`src/rtl/neuron_mac_sequencer.sv`:
```
// Purpose: issues (weight, activation) pairs to a signed multiplier, accumulates a membrane potential, leaks/fires per timestep (NEURON_SAT_ACCUM_EN selects saturating arithmetic).
// Latency: IDLE + ISSUE + multiplier latency + ACCUM per pair; the end of a timestep adds LEAK and, on a spike, EMIT.
// Backpressure: in_ready only in IDLE; ISSUE waits on mul_ready; EMIT holds the spike until spike_ready.
module neuron_mac_sequencer #(
    parameter logic signed [31:0] THRESHOLD   = 32'sd1000,
    parameter logic signed [31:0] LEAK        = 32'sd1,
    parameter logic signed [31:0] V_RESET     = 32'sd0,
    parameter int                 MUL_TIMEOUT = 32
) (
    input  logic        clk,
    input  logic        rst,
    input  logic        in_valid,
    output logic        in_ready,
    input  logic [31:0] in_weight,
    input  logic [31:0] in_act,
    input  logic        in_last,
    output logic        mul_start,
    output logic [1:0]  mul_type,
    output logic [31:0] mul_a,
    output logic [31:0] mul_b,
    input  logic        mul_ready,
    input  logic        mul_done,
    input  logic [31:0] mul_answer,
    output logic        spike_valid,
    input  logic        spike_ready,
    output logic [31:0] spike_potential,
    output logic [31:0] potential,
    output logic        err_timeout
);
    localparam int CW = $clog2(MUL_TIMEOUT + 1);

    typedef enum logic [2:0] {S_IDLE, S_ISSUE, S_WAIT, S_ACCUM, S_LEAK, S_EMIT} state_t;

    state_t             state, state_nxt;
    logic [31:0]        weight_q, act_q, product_q;
    logic               last_q;
    logic [CW-1:0]      cnt_q;
    logic signed [31:0] potential_q, spike_pot_q, acc_sum, leaked;
    logic               err_q, timeout_hit, fire;

    function automatic logic [31:0] add32(input logic [31:0] a, input logic [31:0] b);
        logic [31:0] s;
        s = a + b;
`ifdef NEURON_SAT_ACCUM_EN
        if (a[31] == b[31] && s[31] != a[31])
            s = a[31] ? 32'h8000_0000 : 32'h7FFF_FFFF;
`endif
        return s;
    endfunction

    function automatic logic [31:0] sub32(input logic [31:0] a, input logic [31:0] b);
        logic [31:0] s;
        s = a - b;
`ifdef NEURON_SAT_ACCUM_EN
        if (a[31] != b[31] && s[31] != a[31])
            s = a[31] ? 32'h8000_0000 : 32'h7FFF_FFFF;
`endif
        return s;
    endfunction

    assign acc_sum     = add32(potential_q, product_q);
    assign leaked      = sub32(potential_q, LEAK);
    assign fire        = (leaked >= THRESHOLD);
    assign timeout_hit = (cnt_q == CW'(MUL_TIMEOUT - 1));

    always_ff @(posedge clk) begin
        if (!rst) state <= S_IDLE;
        else      state <= state_nxt;
    end

    always_comb begin
        state_nxt = state;
        case (state)
            S_IDLE:  if (in_valid) state_nxt = S_ISSUE;
            S_ISSUE: if (mul_ready) state_nxt = S_WAIT;
            S_WAIT:  if (mul_done || timeout_hit) state_nxt = S_ACCUM;
            S_ACCUM: state_nxt = last_q ? S_LEAK : S_IDLE;
            S_LEAK:  state_nxt = fire ? S_EMIT : S_IDLE;
            S_EMIT:  if (spike_ready) state_nxt = S_IDLE;
            default: state_nxt = S_IDLE;
        endcase
    end

    // Gated by rst so every control output reads 0 while reset is held.
    always_comb begin
        in_ready    = 1'b0;
        mul_start   = 1'b0;
        mul_type    = 2'b00;
        spike_valid = 1'b0;
        if (rst) begin
            case (state)
                S_IDLE:  in_ready = 1'b1;
                S_ISSUE: begin
                    mul_type  = 2'b01;
                    mul_start = mul_ready;
                end
                S_EMIT:  spike_valid = 1'b1;
                default: ;
            endcase
        end
    end

    always_ff @(posedge clk) begin
        if (!rst) begin
            weight_q    <= '0;
            act_q       <= '0;
            last_q      <= 1'b0;
            product_q   <= '0;
            cnt_q       <= '0;
            potential_q <= '0;
            spike_pot_q <= '0;
            err_q       <= 1'b0;
        end else begin
            case (state)
                S_IDLE: if (in_valid) begin
                    weight_q <= in_weight;
                    act_q    <= in_act;
                    last_q   <= in_last;
                end
                S_ISSUE: cnt_q <= '0;
                // A product arriving on the final wait cycle still counts.
                S_WAIT: begin
                    if (mul_done) begin
                        product_q <= mul_answer;
                    end else if (timeout_hit) begin
                        product_q <= '0;
                        err_q     <= 1'b1;
                    end else begin
                        cnt_q <= cnt_q + CW'(1);
                    end
                end
                S_ACCUM: potential_q <= acc_sum;
                S_LEAK: begin
                    if (fire) begin
                        spike_pot_q <= leaked;
                        potential_q <= V_RESET;
                    end else begin
                        potential_q <= leaked;
                    end
                end
                default: ;
            endcase
        end
    end

    assign mul_a           = weight_q;
    assign mul_b           = act_q;
    assign spike_potential = spike_pot_q;
    assign potential       = potential_q;
    assign err_timeout     = err_q;
endmodule

```
`config.mk`:
```
export PLATFORM = sky130hd
export DESIGN_NAME = neuron_mac_sequencer
export DESIGN_NICKNAME = d
export VERILOG_FILES = /design/src/rtl/neuron_mac_sequencer.sv
export SDC_FILE = /design/constraint.sdc
export NUM_CORES = 1
export LEC_CHECK = 0
export CORE_UTILIZATION = 53
export CTS_CLUSTER_DIAMETER = 60
export CTS_CLUSTER_SIZE = 25
export DETAILED_ROUTE_END_ITERATION = 10
export HOLD_SLACK_MARGIN = 0.05
export PLACE_DENSITY = 0.87
export SETUP_SLACK_MARGIN = 0.5
export SLEW_MARGIN = 20
export SYNTH_ARGS = -nofsm -noshare
export SYNTH_HDL_FRONTEND = slang
export SYNTH_SLANG_ARGS = --single-unit
```
`constraint.sdc`:
```
create_clock -name clk -period 5.9 [get_ports clk]
set_input_delay 0.59 -clock clk [delete_from_list [all_inputs] [get_ports clk]]
set_output_delay 0.59 -clock clk [all_outputs]
set_load 0.05 [all_outputs]
```
==> run summary, run 1 <==
- **full die area** 0.0171 mm^2
- **type of destination of the critical path** flip-flop
- **clock net sink count** 171
- **drt via density** 5.84
- **wire length of the first global-routing pass** 39.8 mm
- **#FFs+latches synth** 171
- **synthesized area per cell** 8.08 um^2
- **clock buffers created by TritonCTS** 17
- **final count of pins violating max slew** 0
- **unrepaired setup endpoints after global routing** no
- **number of synthesized flops with an enable pin** 0
- **Post-CTS Setup Inserts** 0
- **final count of hold timing violations** 0
- **Layout Nets** 1,409
- **Area growth syn-to-layout** 32.9%
- **start point of the critical path** potential[0]
- **largest net degree at the start of global routing** 90
- **Worst R2R Start** potential[0]
- **# IOs** 237
- **post-place setup slack** 1530 ps
- **Detailed Route Iter0 Violations** 843
- **setup slack of the critical path after layout** 1440 ps
- **final worst-path cycle share** 0.756
- **average wire per standard cell** 17.2 um
- **element type at the critical path start** flip-flop
- **outcome** complete, no violations
- **initial antenna violation count** 0
- **crit path kind** flip-flop to flip-flop
- **library cell used as clock root buffer** sky130_fd_sc_hd__clkbuf_16
- **RePlAce Congestion** 0.940
- **Hold Path Class** flip-flop to flip-flop
- **total routing resource utilization after global routing** 0.298
- **number of setup violations in the final report** 0
- **total via count after detailed routing** 8,760
- **net count after synthesis** 1,225
- **Post-CTS Hold Buffers** 0
- **Max Buffers Root-to-Sink** 2
- **H-tree depth** 4
- **largest clock skew in the final design** 5.21 ps
- **maximum VDD drop** 0.211 mV
- **number of design rule violations left after detail routing** 0
- **core region area** 0.0161 mm^2
- **R2R depth** 12
- **overall overflow remaining after global route** 0
- **data arrival time of the critical path** 4810 ps
- **register-to-register setup slack** 1440 ps
- **Die X** 131 um
- **highest-count cells in the layout ignoring fill and taps** sky130_fd_sc_hd__clkdlybuf4s50_1, sky130_fd_sc_hd__nand2_1, sky130_fd_sc_hd__dfxtp_1
- **DRT antenna net count** 0
- **max-cap check violation count** 0
- **most used flip-flop cell after synthesis** sky130_fd_sc_hd__dfxtp_1
- **fraction of layout instances using a drive strength above 1** 0.0467
- **final core area utilization** 0.727
- **most common cell after layout, fill and taps aside** sky130_fd_sc_hd__clkdlybuf4s50_1
- **gate count after technology mapping** 1,088
- **Mapped Area** 0.00879 mm^2
- **fraction of registers with async set/reset** 0
- **worst-path fanout max** 19
- **register area share after synthesis** 0.389
- **Skew-Pair Late Insertion Delay** 420 ps
- **Starting Density** 0.547
- **CP Data Required Time** 6250 ps
- **clock edge transition at the registers on the reported setup and hold paths** 70 ps
- **leakage power summed over all cells** 4.63 nW
- **number of global-route vias before repair** 7,929
- **capture point of the critical path** potential[21]
- **DRT Pass-1 Iters** 5
- **post_cts resized** 0
- **clock period minus final worst setup slack** 4460 ps
- **power per cell area** 250 mW/mm^2
- **number of distinct library cells after synthesis** 72
- **die height** 131 um
- **endpoint of the worst register-to-register path** potential[21]
- **number of warnings reported in the yosys synthesis log** 0
- **CTS tree** yes
- **post-detailed-placement half-perimeter wirelength** 18.1 mm
- **number of inserted diodes** 0
- **setup TNS** 0 ps
- **Row Count** 46
- **Slew headroom** 0.380
- **aggregate routed wire length** 25.7 mm
- **pin slew with the least headroom to its limit** 928 ps
- **number of I/O port buffers** 235
- **timing-limited maximum frequency** 224 MHz
worst max-delay path: stages (launching register included):
cell                       delay (ps)
sky130_fd_sc_hd__dfxtp_1          380
sky130_fd_sc_hd__inv_1            110
sky130_fd_sc_hd__ha_1             260
sky130_fd_sc_hd__or4b_1           630
sky130_fd_sc_hd__or3_1            380
sky130_fd_sc_hd__or4_1            530
sky130_fd_sc_hd__xnor2_2          190
sky130_fd_sc_hd__nor4_2           300
sky130_fd_sc_hd__nand4b_2         210
sky130_fd_sc_hd__o41ai_4          720
sky130_fd_sc_hd__buf_4            360
sky130_fd_sc_hd__a221oi_1         110
sky130_fd_sc_hd__nor3_1           190
worst min-delay path by stage:
| stage | from | end | slack (ps) | cells past startpoint |
|---|---|---|---|---|
| after floorplan | last_q | last_q | 440 | 2 |
| after global placement | spike_potential[31] | spike_potential[31] | 420 | 2 |
| after detailed placement | spike_potential[31] | spike_potential[31] | 430 | 2 |
| after CTS | spike_potential[31] | spike_potential[31] | 440 | 2 |
| after global routing | spike_potential[31] | spike_potential[31] | 450 | 2 |
| final | spike_potential[31] | spike_potential[31] | 430 | 2 |
final cells by class:
| cell class | count | area (um^2) |
|---|---|---|
| fillers | 1192 | 4380 |
| multi-input cells | 829 | 5000 |
| inverters | 10 | 40.0 |
| repair buffers | 243 | 2410 |
| well taps | 216 | 270 |
| clock buffers | 18 | 439 |
| clock inverters | 13 | 96.3 |
| flip-flops and latches | 171 | 3420 |
registers in the layout, indices dropped and copies added, names as in the netlist:
register,cells
mul_a,32
product_q,32
potential,32
state,3
cnt_q,6
last_q,1
spike_potential,32
err_timeout,1
mul_b,32
synthesized netlist by cell type (9+ instances only):
library cell / number / share of area
sky130_fd_sc_hd__nand2_1: 175 / 0.075
sky130_fd_sc_hd__dfxtp_1: 171 / 0.39
sky130_fd_sc_hd__nor2_1: 116 / 0.050
sky130_fd_sc_hd__a21oi_1: 114 / 0.065
sky130_fd_sc_hd__clkbuf_1: 62 / 0.026
sky130_fd_sc_hd__a22oi_1: 38 / 0.032
sky130_fd_sc_hd__o21ai_0: 36 / 0.020
sky130_fd_sc_hd__ha_1: 33 / 0.047
sky130_fd_sc_hd__nor3_1: 27 / 0.015
sky130_fd_sc_hd__xor2_1: 26 / 0.026
sky130_fd_sc_hd__xnor2_1: 25 / 0.025
sky130_fd_sc_hd__mux2i_1: 21 / 0.024
sky130_fd_sc_hd__a211oi_1: 17 / 0.015
sky130_fd_sc_hd__a221oi_1: 16 / 0.016
sky130_fd_sc_hd__nand3_1: 15 / 0.0085
sky130_fd_sc_hd__a21o_1: 14 / 0.012
sky130_fd_sc_hd__nor4_1: 13 / 0.0093
sky130_fd_sc_hd__a31oi_1: 11 / 0.0078
sky130_fd_sc_hd__nand2b_1: 11 / 0.0078
sky130_fd_sc_hd__or3_1: 10 / 0.0071
sky130_fd_sc_hd__inv_1: 9 / 0.0038
logic make-up after synthesis:
| group | after synthesis | synth area share |
|---|---|---|
| and+or+nand+nor | 424 | 0.220 |
| buffers and inverters | 88 | 0.0443 |
| adders and majority gates | 34 | 0.0493 |
| AOI/OAI and AO/OA | 296 | 0.218 |
| DFF | 171 | 0.389 |
| xor gates and xnor gates | 53 | 0.0545 |
| muxes | 21 | 0.0239 |
| other | 1 | 0.000427 |
per-stage QoR:
stage                     total power, mW  hold slack, ps  cell area, um^2  cells
after floorplan                      1.68             437             8790   1088
after global placement               1.89             416            11100   1469
after detailed placement             1.91             426            11100   1469
after CTS                            2.93             436            11700   1500
after global routing                 3.03             452            11700   1500
final                                2.92             431            11700   1500
power breakdown:
group / internal [mW] / total, mW / leakage [nW] / switching, mW
combinational: 0.245 / 0.654 / 2.99 / 0.409
sequential: 1.20 / 1.23 / 1.39 / 0.0345
clock: 0.549 / 1.03 / 0.251 / 0.481
metal layers:
| layer | vias up | GRT usage | part of all wire |
|---|---|---|---|
| met2 | 374 | 0.473 | 0.48 |
| met5 | - | 0 | 0 |
| met1 | 4107 | 0.387 | 0.42 |
| met4 | 0 | 0.115 | 0.022 |
| li1 | 4232 | - | - |
| met3 | 47 | 0.0774 | 0.077 |
Note: power is estimated with default switching activity, not from simulation.
==> inputs of run 2 (changes only) <==
--- a/config.mk
+++ b/config.mk
@@ -5,12 +5,12 @@
 export SDC_FILE = /design/constraint.sdc
 export NUM_CORES = 1
 export LEC_CHECK = 0
-export CORE_UTILIZATION = 53
+export CORE_UTILIZATION = 49
 export CTS_CLUSTER_DIAMETER = 60
 export CTS_CLUSTER_SIZE = 25
 export DETAILED_ROUTE_END_ITERATION = 10
 export HOLD_SLACK_MARGIN = 0.05
-export PLACE_DENSITY = 0.87
+export PLACE_DENSITY = 0.81
 export SETUP_SLACK_MARGIN = 0.5
 export SLEW_MARGIN = 20
 export SYNTH_ARGS = -nofsm -noshare
==> constraint.sdc (replaced) <==
create_clock -name clk -period 4.4 [get_ports clk]
set_input_delay 0.44 -clock clk [delete_from_list [all_inputs] [get_ports clk]]
set_output_delay 0.44 -clock clk [all_outputs]
set_load 0.05 [all_outputs]
==> run 2 against run 1 <==
Compared with the run above:
- critical path depth unchanged
- final cell count increased by 1.6%
- via count increased by 0.94%
- setup slack got worse by 760 ps
- cell area increased by 1.6%
- maximum frequency increased by 20%
- largest power group unchanged
- non-clock buffer count increased by 13
- sequential share of layout area decreased by 0.39 points
- clock skew increased by 11 ps
- worst hold slack improved by 14 ps
==> run summary, run 2 (synthesis gave the netlist of run 1 again) <==
- **outcome** complete, no violations
- **crit path kind** flip-flop to flip-flop
- **RePlAce Congestion** 0.939, -0.14%
- **timing-limited maximum frequency** 269 MHz, +20%
- **DRT antenna net count** 0, unchanged
- **worst-path fanout max** 7, -12
- **type of destination of the critical path** flip-flop
- **Die X** 136 um, +3.9%
- **min-delay src** spike_potential[31]
- **Skew-Pair Late Insertion Delay** 440 ps, +20 ps
- **sw frac** 0.329, +0.0128
- **part of the power in the clock network** 0.370, +0.017
- **drt via density** 5.80, -0.65%
- **CP Data Required Time** 4740 ps, -1510 ps
- **Comb pwr share** 0.219, -0.005
- **setup TNS** 0 ps, unchanged
- **clock net sink count** 171, unchanged
- **library cell used as clock root buffer** sky130_fd_sc_hd__clkbuf_16
- **total design power** 4.02 mW, +38%
- **aggregate routed wire length** 27.0 mm, +5.1%
- **total routing resource utilization after global routing** 0.279, -0.0188
- **number of global-route vias before repair** 7,923, -0.076%
- **Starting Density** 0.505, -0.0427
- **post-place setup slack** 515 ps, -1010 ps
- **total via count after detailed routing** 8,842, +0.94%
- **largest net degree at the start of global routing** 69, -23%
- **Detailed Route Iter0 Violations** 711, -16%
- **wire length of the first global-routing pass** 40.7 mm, +2.1%
- **number of design rule violations left after detail routing** 0, unchanged
- **pin slew with the least headroom to its limit** 936 ps, +7.86 ps
- **Net Sw Power** 1.33 mW, +43%
- **final count of hold timing violations** 0, unchanged
- **Worst R2R Start** potential[1]
- **post-detailed-placement half-perimeter wirelength** 18.6 mm, +2.9%
- **Post-Route Hold Slack** 444 ps, +13.6 ps
- **highest-count cells in the layout ignoring fill and taps** sky130_fd_sc_hd__clkdlybuf4s50_1, sky130_fd_sc_hd__nand2_1, sky130_fd_sc_hd__dfxtp_1
- **most common cell after layout, fill and taps aside** sky130_fd_sc_hd__clkdlybuf4s50_1
- **average wire per standard cell** 17.7 um, +3.4%
- **setup slack of the critical path after layout** 682 ps, -760 ps
- **leakage power summed over all cells** 4.74 nW, +2.4%
- **Row Count** 48, +4.3%
- **CTS tree** yes
- **data arrival time of the critical path** 4060 ps, -750 ps
- **Layout Nets** 1,423, +0.99%
- **Max Buffers Root-to-Sink** 2, unchanged
- **element type at the critical path start** flip-flop
- **number of inserted diodes** 0, unchanged
- **Area growth syn-to-layout** 35.0%
- **number of setup violations in the final report** 0, unchanged
- **largest clock skew in the final design** 15.7 ps, +10.5 ps
- **clock edge transition at the registers on the reported setup and hold paths** 70 ps, about the same
- **fraction of layout instances using a drive strength above 1** 0.0624, +0.0156
- **clock period minus final worst setup slack** 3720 ps, -740 ps
- **# IOs** 237, unchanged
- **unrepaired setup endpoints after global routing** no
- **final worst-path cycle share** 0.845, +0.0895
- **Slew headroom** 0.374, -0.00525
- **final count of pins violating max slew** 0, unchanged
- **clock buffers created by TritonCTS** 17, unchanged
- **initial antenna violation count** 1, +1
- **Hold Path Class** flip-flop to flip-flop
- **die height** 136 um, +3.9%
- **maximum VDD drop** 0.418 mV, +98%
- **overall overflow remaining after global route** 0, unchanged
- **max-cap check violation count** 0, unchanged
- **sequential power share** 0.411, -0.012
- **DRT Pass-1 Iters** 5, unchanged
- **H-tree depth** 4, unchanged
- **start point of the critical path** potential[1]
- **internal power component** 2.70 mW, +35%
- **power per cell area** 339 mW/mm^2, +36%
- **number of I/O port buffers** 235, unchanged
- **full die area** 0.0185 mm^2, +8.0%
- **core region area** 0.0174 mm^2, +8.5%
## run 2: cell count changes in the layout (fill, tap and decap cells not counted), moves of 2 or more
cell / change
sky130_fd_sc_hd__clkinv_2: -2
sky130_fd_sc_hd__inv_8: +4
sky130_fd_sc_hd__dfxtp_2: +4
sky130_fd_sc_hd__buf_4: +11
sky130_fd_sc_hd__clkinvlp_4: -4
sky130_fd_sc_hd__dfxtp_1: -5
sky130_fd_sc_hd__clkinv_8: +3
## run 2: cell type report
class / instances / area, um^2
Clock buffer: 17 / 425
Clock inverter: 15 / 159
Fill cell: 1486 / 5550
Inverter: 10 / 40.0
Multi-Input combinational cell: 830 / 5020
Sequential cell: 171 / 3430
Tap cell: 225 / 282
Timing Repair Buffer: 256 / 2510
## run 2: through the flow
step,util,cell area [um^2],std cells
3_3_place_gp,0.644,11200,1487
6_report,0.681,11900,1524
4_1_cts,0.678,11800,1519
3_5_place_dp,0.644,11200,1487
5_1_grt,0.681,11900,1524
2_1_floorplan,-,8790,1088
## run 2: layer usage
layer / wire (um) / part of all wire / vias to the layer above / GRT usage
li1: - / - / 4268 / -
met1: 11500 / 0.42 / 4137 / 0.362
met2: 12700 / 0.47 / 382 / 0.445
met3: 2190 / 0.081 / 55 / 0.0708
met4: 669 / 0.025 / 0 / 0.102
met5: 0 / 0 / - / 0
## run 2: power groups by stage
stage / logic, mW / registers (mW) / clock network [mW]
after floorplan: 0.397 / 1.85 / 0
after global placement: 0.857 / 1.68 / 0
after detailed placement: 0.866 / 1.69 / 0
after CTS: 0.874 / 1.65 / 1.51
after global routing: 0.936 / 1.66 / 1.57
final: 0.881 / 1.65 / 1.49
## run 2: repair_timing
action                     4_1_cts  5_1_grt
setup endpoints to repair        2       58
pin swaps                        1        7
buffers inserted                 0        3
gates cloned                     0        2
gates resized for setup          1        6
hold buffers                     0        0
## run 2: critical path, cell delays in order, from the launching register on
cell	delay, ps
sky130_fd_sc_hd__dfxtp_2	350
sky130_fd_sc_hd__inv_1	160
sky130_fd_sc_hd__ha_4	190
sky130_fd_sc_hd__or4b_1	450
sky130_fd_sc_hd__or3_1	330
sky130_fd_sc_hd__or4_1	560
sky130_fd_sc_hd__xnor2_2	200
sky130_fd_sc_hd__nor4_2	190
sky130_fd_sc_hd__nand4b_2	220
sky130_fd_sc_hd__o41ai_4	440
sky130_fd_sc_hd__buf_6	210
sky130_fd_sc_hd__nand3_1	110
sky130_fd_sc_hd__a31oi_1	230
## run 2: final timing paths
path	end	depth (start not counted)	slack [ps]
setup / recovery	potential[6]	12	680
hold / removal	spike_potential[31]	2	440
setup reg to reg	potential[6]	12	680
hold reg to reg	spike_potential[31]	2	440
==> inputs of run 3 (changes only) <==
--- a/config.mk
+++ b/config.mk
@@ -5,12 +5,12 @@
 export SDC_FILE = /design/constraint.sdc
 export NUM_CORES = 1
 export LEC_CHECK = 0
-export CORE_UTILIZATION = 49
+export CORE_UTILIZATION = 44
 export CTS_CLUSTER_DIAMETER = 60
 export CTS_CLUSTER_SIZE = 25
 export DETAILED_ROUTE_END_ITERATION = 10
 export HOLD_SLACK_MARGIN = 0.05
-export PLACE_DENSITY = 0.81
+export PLACE_DENSITY = 0.77
 export SETUP_SLACK_MARGIN = 0.5
 export SLEW_MARGIN = 20
 export SYNTH_ARGS = -nofsm -noshare
==> constraint.sdc (replaced) <==
create_clock -name clk -period 3 [get_ports clk]
set_input_delay 0.3 -clock clk [delete_from_list [all_inputs] [get_ports clk]]
set_output_delay 0.3 -clock clk [all_outputs]
set_load 0.05 [all_outputs]
==> run 3 against run 2 <==
Compared with the run above:
- the flow now finishes with violations (setup timing)
- global-route usage rose by 0.18 points
- combinational power grew 98%
- sequential share of layout area fell by 3.5 points
- non-clock buffer count up 104
- critical path type unchanged
- highest routed layer unchanged
==> run summary, run 3 (synthesis gave the netlist of run 1 again) <==
- **data arrival time of the critical path** 3830 ps, -230 ps
- **clock edge transition at the registers on the reported setup and hold paths** 90 ps, +20 ps
- **total design power** 6.44 mW, +60%
- **average wire per standard cell** 18.4 um, +3.9%
- **Die X** 143 um, +5.4%
- **register-to-register setup slack** -510 ps, -1190 ps
- **post-route met1 wirelength** 12.1 mm, +5.6%
- **total via count after detailed routing** 9,522, +7.7%
- **drt via density** 5.71, -1.6%
- **total routing resource utilization after global routing** 0.281, +0.00182
- **Post-Route Hold Slack** 384 ps, -60.1 ps
- **CP Data Required Time** 3320 ps, -1420 ps
- **crit path kind** flip-flop to flip-flop
- **Area growth syn-to-layout** 54.9%
- **power per cell area** 473 mW/mm^2, +40%
- **outcome** finished with violations
- **leakage power summed over all cells** 5.49 nW, +16%
- **largest net degree at the start of global routing** 70, +1.4%
- **maximum VDD drop** 0.436 mV, +4.2%
- **Slew headroom** 0.544, +0.170
- **Max Buffers Root-to-Sink** 2, unchanged
- **most common cell after layout, fill and taps aside** sky130_fd_sc_hd__clkdlybuf4s50_1
- **failing checks** setup timing
- **WL met2** 15.1 mm, +19%
- **endpoint of the worst register-to-register path** potential[19]
- **final worst-path cycle share** 1.17, +0.324
- **H-tree depth** 4, unchanged
- **Starting Density** 0.450, -0.0545
- **clock buffers created by TritonCTS** 17, unchanged
- **fraction of layout instances using a drive strength above 1** 0.208, +0.146
- **library cell used as clock root buffer** sky130_fd_sc_hd__clkbuf_16
- **min-delay src** in_weight[1]
- **largest clock skew in the final design** 16.0 ps, +0.247 ps
- **DRT antenna net count** 0, unchanged
- **CTS tree** yes
- **Skew-Pair Late Insertion Delay** 440 ps, about the same
- **Layout Nets** 1,527, +7.3%
- **RePlAce Congestion** 0.953, +1.4%
- **die height** 143 um, +5.4%
- **wire length of the first global-routing pass** 45.5 mm, +12%
- **element type at the critical path start** flip-flop
- **final count of hold timing violations** 0, unchanged
- **clock net sink count** 171, unchanged
- **number of design rule violations left after detail routing** 0, unchanged
- **number of inserted diodes** 0, unchanged
- **type of destination of the critical path** flip-flop
- **final count of pins violating max slew** 0, unchanged
- **timing-limited maximum frequency** 285 MHz, +6.0%
- **core region area** 0.0195 mm^2, +12%
- **highest-count cells in the layout ignoring fill and taps** sky130_fd_sc_hd__clkdlybuf4s50_1, sky130_fd_sc_hd__nand2_1, sky130_fd_sc_hd__dfxtp_1
- **Hold Path Class** input port to flip-flop
- **Detailed Route Iter0 Violations** 850, +20%
- **worst-path fanout max** 8, +1
- **Row Count** 51, +6.3%
- **endpoint of the worst hold-timing path** mul_a[1]
- **pin slew with the least headroom to its limit** 684 ps, -252 ps
- **DP Cell Count** 1,611, +8.3%
- **# IOs** 237, unchanged
- **R2R depth** 15, +3
- **fin cells** 1,668, +9.4%
- **final core area utilization** 0.697, +0.0158
- **Hold Path Stages** 3, +1
- **unrepaired setup endpoints after global routing** yes
- **number of global-route vias before repair** 8,949, +13%
- **detailed-routed wire length on met3** 2.65 mm, +21%
- **overall overflow remaining after global route** 0, unchanged
- **Post-CTS Hold Buffers** 0, unchanged
- **number of I/O port buffers** 235, unchanged
- **post-detailed-placement half-perimeter wirelength** 20.5 mm, +10%
- **clock period minus final worst setup slack** 3510 ps, -210 ps
- **layout filler cell count** 1,495, +0.61%
- **DRT Pass-1 Iters** 5, unchanged
- **full die area** 0.0205 mm^2, +11%
- **Worst R2R Start** potential[5]
- **number of setup violations in the final report** 63, +63
- **initial antenna violation count** 1, unchanged
- **setup slack of the critical path after layout** -508 ps, -1190 ps
- **max-cap check violation count** 0, unchanged
- **topmost layer with routed signal wires** met4
- **setup TNS** -24,830 ps, -24,830 ps
- **aggregate routed wire length** 30.8 mm, +14%
run 3: metal layers:
| metal | GRT usage | up-vias |
|---|---|---|
| li1 | - | 4465 |
| met1 | 0.334 | 4488 |
| met2 | 0.489 | 482 |
| met3 | 0.0733 | 87 |
| met4 | 0.0946 | 0 |
| met5 | 0 | - |
run 3: timing repair:
item | 4_1_cts | 5_1_grt
endpoints found under the setup margin | 66 | 66
resized for setup | 41 | 86
cloned | 2 | 4
pin swaps | 13 | 47
endpoints found under the hold margin | 0 | 0
setup buffers | 8 | 11
run 3: worst max-delay path by stage:
stage                             from             endpoint  depth (start not counted)
after global routing      potential[5]        potential[19]                         15
after detailed placement  potential[5]        potential[21]                         10
final                     potential[5]        potential[19]                         15
after floorplan           potential[9]         potential[6]                         12
after CTS                 potential[5]  spike_potential[19]                         10
after global placement    potential[5]        potential[21]                         10
run 3: layout make-up:
class | instances | area [um^2] | share of cell area
Inverter | 10 | 45.0 | 0.00331
Multi-Input combinational cell | 830 | 5630 | 0.413
Clock buffer | 17 | 425 | 0.0312
Tap cell | 265 | 332 | 0.0244
Timing Repair Buffer | 360 | 3530 | 0.259
Clock inverter | 15 | 185 | 0.0136
Sequential cell | 171 | 3470 | 0.255
run 3: metrics by stage:
stage | instance area (um^2) | worst slack (ps)
after global routing | 13600 | -596
after CTS | 13000 | -491
after detailed placement | 12200 | -526
after floorplan | 9000 | -587
final | 13600 | -508
after global placement | 12200 | -412
run 3: critical path: stages (launching register included):
cell                       delay [ps]
sky130_fd_sc_hd__dfxtp_2          320
sky130_fd_sc_hd__or4_4            540
sky130_fd_sc_hd__or4_4            530
sky130_fd_sc_hd__buf_6            140
sky130_fd_sc_hd__buf_6            120
sky130_fd_sc_hd__nor3_4           110
sky130_fd_sc_hd__nand2_2          100
sky130_fd_sc_hd__nor3_4           210
sky130_fd_sc_hd__xor2_2           270
sky130_fd_sc_hd__buf_4            180
sky130_fd_sc_hd__o41ai_4           80
sky130_fd_sc_hd__buf_4            180
sky130_fd_sc_hd__buf_8            140
sky130_fd_sc_hd__buf_6            110
sky130_fd_sc_hd__a221oi_2         270
sky130_fd_sc_hd__nor2_1            90
run 3: where the power goes:
part           internal (mW)  total, mW  switching (mW)  leakage (nW)
Clock                   1.14       2.29            1.15         0.296
Sequential              2.35       2.41          0.0561          1.40
Combinational          0.753       1.74           0.991          3.79
Total                   4.25       6.44            2.20          5.49
